### config.mk
export PLATFORM = sky130hd
export DESIGN_NAME = ram_loader
export DESIGN_NICKNAME = d
export VERILOG_FILES = /design/src/rtl/ram_loader.sv
export SDC_FILE = /design/constraint.sdc
export NUM_CORES = 1
export LEC_CHECK = 0
export ABC_AREA = 0
export BUFFER_PORTS_ARGS = -buffer_cell sky130_fd_sc_hd__buf_2
export CAP_MARGIN = 20
export CORE_UTILIZATION = 46
export DETAILED_ROUTE_END_ITERATION = 10
export HOLD_SLACK_MARGIN = 0.03
export PLACE_DENSITY = 0.88
export SETUP_SLACK_MARGIN = 0.05
export SKIP_LAST_GASP = 1
export SYNTH_ARGS = -nofsm -noshare
export SYNTH_HDL_FRONTEND = slang
export SYNTH_SLANG_ARGS = --single-unit
export TNS_END_PERCENT = 20
### constraint.sdc
create_clock -name clk -period 4 [get_ports clk]
set_input_delay 0 -clock clk [delete_from_list [all_inputs] [get_ports clk]]
set_output_delay 0 -clock clk [all_outputs]
set_load 0.02 [all_outputs]
### src/rtl/ram_loader.sv
// Streams a DEPTH-word program into the program RAM over a valid/ready byte link, holding the CPU off meanwhile.
// Define RAM_LOADER_VERIFY_EN to add a readback pass that compares a checksum of the RAM against the loaded bytes.
module ram_loader #(
    parameter int ADDR_WIDTH = 4,
    parameter int DATA_WIDTH = 8,
    parameter int DEPTH      = 16
) (
    input  logic                  clk,
    input  logic                  reset,
    input  logic                  start,
    input  logic                  abort,
    input  logic                  byte_valid,
    input  logic [DATA_WIDTH-1:0] byte_data,
    output logic                  byte_ready,
    input  logic [ADDR_WIDTH-1:0] cpu_addr,
    input  logic [DATA_WIDTH-1:0] cpu_data,
    input  logic                  cpu_we,
    input  logic                  cpu_oe,
    output logic [ADDR_WIDTH-1:0] ram_addr,
    output logic [DATA_WIDTH-1:0] ram_data_in,
    output logic                  ram_we,
    output logic                  ram_oe,
    input  logic [DATA_WIDTH-1:0] ram_rdata,
    output logic                  busy,
    output logic                  done,
    output logic [ADDR_WIDTH-1:0] load_addr,
    output logic                  verify_err
);

    localparam logic [2:0] S_IDLE  = 3'd0;
    localparam logic [2:0] S_LOAD  = 3'd1;
    localparam logic [2:0] S_WRITE = 3'd2;
    localparam logic [2:0] S_VRD   = 3'd3;
    localparam logic [2:0] S_VCMP  = 3'd4;

    localparam logic [ADDR_WIDTH-1:0] LAST_ADDR = ADDR_WIDTH'(DEPTH - 1);

    logic [2:0]            state;
    logic [DATA_WIDTH-1:0] byte_lat;
    logic [DATA_WIDTH-1:0] checksum;

    function automatic logic [DATA_WIDTH-1:0] wrap_add(input logic [DATA_WIDTH-1:0] a,
                                                       input logic [DATA_WIDTH-1:0] b);
        return a + b;
    endfunction

`ifdef RAM_LOADER_VERIFY_EN
    logic [ADDR_WIDTH-1:0] vcnt;
    logic [DATA_WIDTH-1:0] rsum;
    logic                  verr_q;
    assign verify_err = verr_q;
`else
    logic unused_inputs;
    assign unused_inputs = ^{checksum, ram_rdata};
    assign verify_err    = 1'b0;
`endif

    // Output steering: CPU owns the RAM only while idle
    always_comb begin
        ram_addr    = cpu_addr;
        ram_data_in = cpu_data;
        ram_we      = cpu_we;
        ram_oe      = cpu_oe;
        busy        = 1'b1;
        byte_ready  = 1'b0;
        case (state)
            S_IDLE: busy = 1'b0;
            S_LOAD: begin
                ram_addr    = load_addr;
                ram_data_in = byte_lat;
                ram_we      = 1'b0;
                ram_oe      = 1'b0;
                byte_ready  = 1'b1;
            end
            S_WRITE: begin
                ram_addr    = load_addr;
                ram_data_in = byte_lat;
                ram_we      = ~abort;
                ram_oe      = 1'b0;
            end
`ifdef RAM_LOADER_VERIFY_EN
            S_VRD, S_VCMP: begin
                ram_addr    = vcnt;
                ram_data_in = byte_lat;
                ram_we      = 1'b0;
                ram_oe      = 1'b1;
            end
`endif
            default: busy = 1'b0;
        endcase
    end

    always_ff @(posedge clk or posedge reset) begin
        if (reset) begin
            state     <= S_IDLE;
            load_addr <= '0;
            done      <= 1'b0;
            byte_lat  <= '0;
            checksum  <= '0;
`ifdef RAM_LOADER_VERIFY_EN
            vcnt      <= '0;
            rsum      <= '0;
            verr_q    <= 1'b0;
`endif
        end else begin
            case (state)
                S_IDLE: begin
                    if (start && !abort) begin
                        state     <= S_LOAD;
                        load_addr <= '0;
                        done      <= 1'b0;
                        checksum  <= '0;
`ifdef RAM_LOADER_VERIFY_EN
                        verr_q    <= 1'b0;
`endif
                    end
                end
                S_LOAD: begin
                    if (abort) begin
                        state <= S_IDLE;
                    end else if (byte_valid) begin
                        byte_lat <= byte_data;
                        checksum <= wrap_add(checksum, byte_data);
                        state    <= S_WRITE;
                    end
                end
                S_WRITE: begin
                    if (abort) begin
                        state <= S_IDLE;
                    end else if (load_addr == LAST_ADDR) begin
                        load_addr <= '0;
`ifdef RAM_LOADER_VERIFY_EN
                        state     <= S_VRD;
                        vcnt      <= '0;
                        rsum      <= '0;
`else
                        state     <= S_IDLE;
                        done      <= 1'b1;
`endif
                    end else begin
                        load_addr <= load_addr + 1'b1;
                        state     <= S_LOAD;
                    end
                end
`ifdef RAM_LOADER_VERIFY_EN
                S_VRD: state <= abort ? S_IDLE : S_VCMP;
                // Read data is valid here because ram_oe has been held since VRD
                S_VCMP: begin
                    if (abort) begin
                        state <= S_IDLE;
                    end else begin
                        rsum <= wrap_add(rsum, ram_rdata);
                        if (vcnt == LAST_ADDR) begin
                            state  <= S_IDLE;
                            done   <= 1'b1;
                            verr_q <= (wrap_add(rsum, ram_rdata) != checksum);
                        end else begin
                            vcnt  <= vcnt + 1'b1;
                            state <= S_VRD;
                        end
                    end
                end
`endif
                default: state <= S_IDLE;
            endcase
        end
    end

endmodule

==> impl_metrics.toml, run 1 <==
[route]
dr.first_iter.drc_count = 17
avgViaCountPerCell = 5.14
drcViolationCount = 0
detail_route.first_pass.iterations = 4
ant_nets = 0
route.vias.total = 853
wl_per_cell_um = 13.4
wirelength_um = 2230

[logic_synthesis]
yosys.area_share.xor_xnor_pct = 0
synth_compound_area_share_pct = 9.66
synthMuxAreaShare_pct = 29.5
synth_top_family_by_area = "multiplexers"
syn-num-nets = 124
synth_fa_ha_area_share_pct = 6.27
avgSynthCellArea_um2 = 11.9
synth_area_um2 = 997
ys_ff_latch = 15
synth_simple_gate_area_share_pct = 11.3
yosys_warnings = 0
yosysUniqueCellTypes = 31
synth_cells = 84
seq_area_frac_synth_pct = 37.6

[sta]
hold_violations = 0
worst_slew_pin_slew_ps = 640
finalSetupTns_ps = 0
clock_skew_ps = 6.47
drv_slew = 0
min_period_ps = 2050
rsz0062_at_grt = "no"
timing.slew.headroom_pct = 57.3
fmax_ghz = 0.487
finalSetupViolCount = 0
period_share_pct = 51.4

[global_route]
grt_util_met1_pct = 25.4
grt_overflow_total = 0
use_met2_pct = 35.9
grt_pass1_vias = 862
met3_usage_pct = 3.14
grt_usage_pct = 21.0
grt_pass1_wl_um = 3770
grt_antenna_before_repair = 0
top_usage_layer = "met2"
grt_max_degree = 17

[placed_design]
dp_hpwl_um = 1590
dpl-instance-area_mm2 = 0.00123
portBuffers = 47
gp_congestion = 0.759

[setup_path]
path_class = "flip-flop to output port"
crit_buf_inv = 2
crit_family = "adder cells"
required_ps = 4000
crit_path_cell_trace = "inv_1 > ha_1 > mux2_1 > buf_2"
arrival_ps = 2050
worstSetupEndpointType = "output port"
crit_slowest_cell = "ha_1"
worst-path-max-fanout = 16
start_kind = "flip-flop"
cpPeakStageDelay_ps = 700

[floorplan]
core_mm2 = 0.00200
boundaryPins = 57
placementRows = 16
fp.dieH_um = 48.6
die_area_mm2 = 0.00236
die_w_um = 48.6
initial_core_util_pct = 49.8

[cts]
root_buffer = "clkbuf_4"
h-tree-depth = 1
clk_latency_ps = 290
clock_sinks = 15
clockBufferDepth = 2
cts_setup_buffers = 0
cts_tree = "yes"
cts_buffers = 3
cts.clk_slew.worst_paths_ps = 100

[pwr]
total_power_w = 0.000950
power_switching_w = 0.000431
irDropWorstVdd_mv = 0.558
internal-power_w = 0.000519
pwr-share-clk_pct = 9.4
pwr-share-seq_pct = 26.5
p_per_area_mw_per_mm2 = 704
p_leak_nw = 0.737
pwr-share-comb_pct = 64.0
switching_share_pct = 45.4

[outcome]
status = "finished clean"

[final_layout]
drive_gt1_share_pct = 45.3
num_antenna_cells = 0
fin_area_mm2 = 0.00135
syn2layout_area_growth_pct = 35.4
fin_util_pct = 67.4
nNetsFinal = 180

[min_path]
holdCritPathClass = "input pin to flip-flop"

[run]
drv_cap = 0
cell usage in the layout (no fill, tap or decap):
cell and instances:
o22ai_1 1, a21boi_0 1, or2_1 1, nor3b_1 1, mux2_1 12, nand2_1 3
o41ai_1 1, dfrtp_1 15, nor2_1 1, o22a_1 2, ha_1 5, nand4_1 1
inv_1 5, clkinv_2 1, nand3_1 2, dlygate4sd3_1 9, nor2b_1 4, nand4bb_1 1
conb_1 1, nor3_1 1, mux2i_1 1, buf_2 47, o21ai_0 2, o31ai_1 2
nand3b_4 1, nand2b_1 1, a2bb2oi_1 1, mux2_4 9, clkbuf_4 3, o21ai_1 2
o211ai_2 1, mux2i_2 1
state kept, by name, summed over array words and instances, names as in the netlist:
name and count:
byte_lat 8, done 1, load_addr 4, state 2
area by class of cell:
type                    count  area (um^2)
inverters                   5         18.8
well taps                  27         33.8
clock inverters             1         5.00
flip-flops and latches     15          375
repair buffers             56          325
fillers                   152          652
multi-input cells          59          569
clock buffers               3         22.5
routing by layer:
| layer | vias up | routed length [um] |
|---|---|---|
| met3 | 8 | 144 |
| met4 | 0 | 55 |
| met1 | 391 | 962 |
| met5 | - | 0 |
| met2 | 43 | 1070 |
| li1 | 411 | - |
kinds of logic after synthesis:
| kind of cell | after synthesis |
|---|---|
| other cells | 1 |
| flops | 15 |
| mux | 23 |
| simple gates | 17 |
| fa+ha+maj | 5 |
| compound gates | 13 |
| buf+inv | 10 |
through the flow:
| step | hold WS, ps | instances | worst slack (ps) |
|---|---|---|---|
| after floorplan | -98.5 | 84 | 2360 |
| after global placement | 79.7 | 153 | 2340 |
| after detailed placement | 79.4 | 153 | 2270 |
| after CTS | 63.5 | 166 | 1930 |
| after global routing | 95.1 | 166 | 1820 |
| final | 62.9 | 166 | 1950 |
synthesized netlist by cell type:
master | n | area, um^2
o41ai_1 | 1 | 8.76
buf_2 | 3 | 15.0
o21ai_1 | 2 | 10.0
ha_1 | 5 | 62.6
o22ai_1 | 1 | 6.26
inv_1 | 5 | 18.8
or2_1 | 1 | 6.26
nor3_1 | 1 | 5.00
conb_1 | 1 | 3.75
nand3_1 | 2 | 10.0
mux2_4 | 9 | 135
nor2_1 | 1 | 3.75
buf_4 | 1 | 7.51
o22a_1 | 2 | 17.5
nand4_1 | 1 | 6.26
mux2i_2 | 1 | 13.8
mux2i_1 | 1 | 10.0
dfrtp_1 | 15 | 375
mux2_1 | 12 | 135
a2bb2oi_1 | 1 | 8.76
nor2b_1 | 4 | 25.0
nand3b_4 | 1 | 20.0
o31ai_1 | 2 | 15.0
a21boi_0 | 1 | 7.51
nand2_1 | 3 | 11.3
buf_6 | 1 | 11.3
nor3b_1 | 1 | 7.51
nand2b_1 | 1 | 6.26
nand4bb_1 | 1 | 11.3
o21ai_0 | 2 | 10.0
o211ai_2 | 1 | 12.5
path summary, 6_finish.rpt:
kind / start / end / slack [ps] / depth (start not counted)
worst max-delay path: state[1] / ram_data_in[2] / 1950 / 4
worst min-delay path: abort / load_addr[2] / 60 / 2
worst max register to register: state[1] / load_addr[3] / 2410 / 5
worst min register to register: byte_lat[6] / byte_lat[6] / 510 / 1
max in group asynchronous: reset / byte_lat[2] / 3350 / 3
min in group asynchronous: reset / byte_lat[7] / 290 / 3
what timing repair did:
item | in CTS | in global routing
resized for setup | 0 | 0
hold buffers | 9 | 0
endpoints found under the hold margin | 23 | 0
power by group through the flow:
stage	clock (W)	combinational, W	sequential, W
floorplan	0	0.000448	0.000254
global placement	0	0.000583	0.000250
detailed placement	0	0.000601	0.000255
CTS	0.0000900	0.000611	0.000252
global route	0.0000940	0.000650	0.000260
finish	0.0000896	0.000608	0.000252
Note: power is estimated with default switching activity, not from simulation.
==> inputs of run 2 (changes only) <==
CORE_UTILIZATION = 43   (was 46)
PLACE_DENSITY = 0.84   (was 0.88)
clock period = 1.94 ns   (was 4 ns; I/O delays follow)
==> run 2 against run 1 <==
  * Clock skew is 4.5 ps lower
  * Sequential power up 110%
  * Non-clock buffer count rose by 1
  * Power increased by 110%
  * Core utilization is 5.3 points lower
  * Cell count rose by 1.2%
  * Global-route usage down 1.2 points
  * Largest cell class unchanged
  * Count of clock-buffer cells in the layout is 1 higher
  * Die area grew 6.7%
  * Clock power rose by 91%
  * Largest power group unchanged
  * Critical path depth grew 1
  * Combinational power rose by 110%
==> impl_metrics.toml, run 2 (same netlist as run 1, synthesis figures left out) <==
[outcome]
status = "finished clean"

[route]
wl_per_cell_um = 14.3
ant_nets = 0
drcViolationCount = 0
avgViaCountPerCell = 5.08
dr.first_iter.drc_count = 7
detail_route.first_pass.iterations = 4
wirelength_um = 2400
route.vias.total = 853

[global_route]
grt_usage_pct = 19.7
grt_pass1_vias = 822
grt_overflow_total = 0
grt_antenna_before_repair = 0
grt_pass1_wl_um = 3680
grt_max_degree = 17

[cts]
root_buffer = "clkbuf_4"
cts.clk_slew.worst_paths_ps = 90
cts_tree = "yes"
cts_buffers = 3
h-tree-depth = 1
clockBufferDepth = 2
clock_sinks = 15
cts_setup_buffers = 0
clk_latency_ps = 270

[placed_design]
gp_congestion = 0.699
dp_hpwl_um = 1640
dpl_worst_slack_ps = 335
portBuffers = 47

[final_layout]
largest_reg_flops = 8
layout_common_cells = "buf_2 (47), dfrtp_1 (15), mux2_1 (12)"
regMostFlops = "byte_lat"
reg_top3 = "byte_lat x8, load_addr x4, state x2"
mostFrequentLayoutCell = "buf_2"
num_antenna_cells = 0
drive_gt1_share_pct = 45.0
nNetsFinal = 181
syn2layout_area_growth_pct = 36.5

[setup_path]
worst-path-max-fanout = 16
arrival_ps = 1780
cpPeakStageDelay_ps = 410
r2r_cells = 5
crit_path_cell_trace = "inv_1 > ha_1 > buf_6 > mux2_1 > buf_2"
required_ps = 1940
path_class = "flip-flop to output port"
worstSetupEndpointType = "output port"
start_kind = "flip-flop"
crit_slowest_cell = "dfrtp_1"

[pwr]
pwr-share-comb_pct = 65.1
irDropWorstVdd_mv = 0.886
pwr-share-clk_pct = 8.6
p_leak_nw = 0.740
power_switching_w = 0.000892
internal-power_w = 0.00110
pwr-share-seq_pct = 26.3
p_per_area_mw_per_mm2 = 1460
switching_share_pct = 44.9

[floorplan]
placementRows = 17
initial_core_util_pct = 45.5
die_area_mm2 = 0.00252
core_mm2 = 0.00219
boundaryPins = 57
fp.dieH_um = 50.2
die_w_um = 50.2

[sta]
fmax_ghz = 0.563
worst_slew_pin_slew_ps = 555
period_share_pct = 91.5
drv_slew = 0
clock_skew_ps = 2.01
hold_violations = 0
min_period_ps = 1780
finalSetupViolCount = 0
timing.slew.headroom_pct = 63.0
rsz0062_at_grt = "no"
fin_ws_ps = 165
finalSetupTns_ps = 0

[run]
drv_cap = 0

[min_path]
holdPathStages = 2
holdCritPathClass = "input pin to flip-flop"
-- run 2: worst max-delay path: cells and delay by family, from the launching register on --
| family | cells | cell delay, ps |
|---|---|---|
| buf+inv | 3 | 440 |
| flops | 1 | 410 |
| fa+ha+maj | 1 | 290 |
| mux | 1 | 350 |
-- run 2: area by class of cell --
cell class / instances / area [um^2]
Clock buffer: 4 / 26.3
Fill cell: 171 / 830
Inverter: 5 / 18.8
Multi-Input combinational cell: 59 / 569
Sequential cell: 15 / 375
Tap cell: 28 / 35.0
Timing Repair Buffer: 57 / 337
-- run 2: final timing paths --
| check | slack, ps | endpoint | from |
|---|---|---|---|
| worst max-delay path | 160 | ram_data_in[6] | state[1] |
| worst min-delay path | 90 | load_addr[1] | abort |
| worst max register to register | 310 | load_addr[3] | state[1] |
| worst min register to register | 520 | byte_lat[6] | byte_lat[6] |
| max in group asynchronous | 1240 | byte_lat[3] | reset |
| min in group asynchronous | 340 | load_addr[0] | reset |
-- run 2: repair_timing --
action	CTS	global route
resized for setup	0	1
setup endpoints to repair	0	3
endpoints found under the hold margin	23	0
hold buffers	9	0
-- run 2: power by group through the flow --
stage	clock network (W)	registers [W]	logic (W)
6_report	0.000171	0.000523	0.00129
5_1_grt	0.000196	0.000538	0.00138
4_1_cts	0.000173	0.000520	0.00128
3_5_place_dp	0	0.000526	0.00125
3_3_place_gp	0	0.000511	0.00122
2_1_floorplan	0	0.000523	0.000924
-- run 2: metrics by stage --
step	cell area, um^2	cells	total power, W	hold slack [ps]	util, %
global placement	1240	155	0.00173	75.4	56.7
finish	1360	168	0.00199	88.8	62.1
floorplan	997	84	0.00145	-98.5	-
detailed placement	1240	155	0.00178	83.1	56.7
CTS	1360	168	0.00197	77.6	62.0
global route	1360	168	0.00211	74.2	62.1
-- run 2: layer usage --
| metal | global-route usage, % | vias up | wire (um) |
|---|---|---|---|
| met4 | 5.71 | 0 | 23 |
| met3 | 4.55 | 2 | 129 |
| met1 | 22.0 | 409 | 982 |
| met5 | 0 | - | 0 |
| li1 | - | 411 | - |
| met2 | 36.7 | 31 | 1270 |
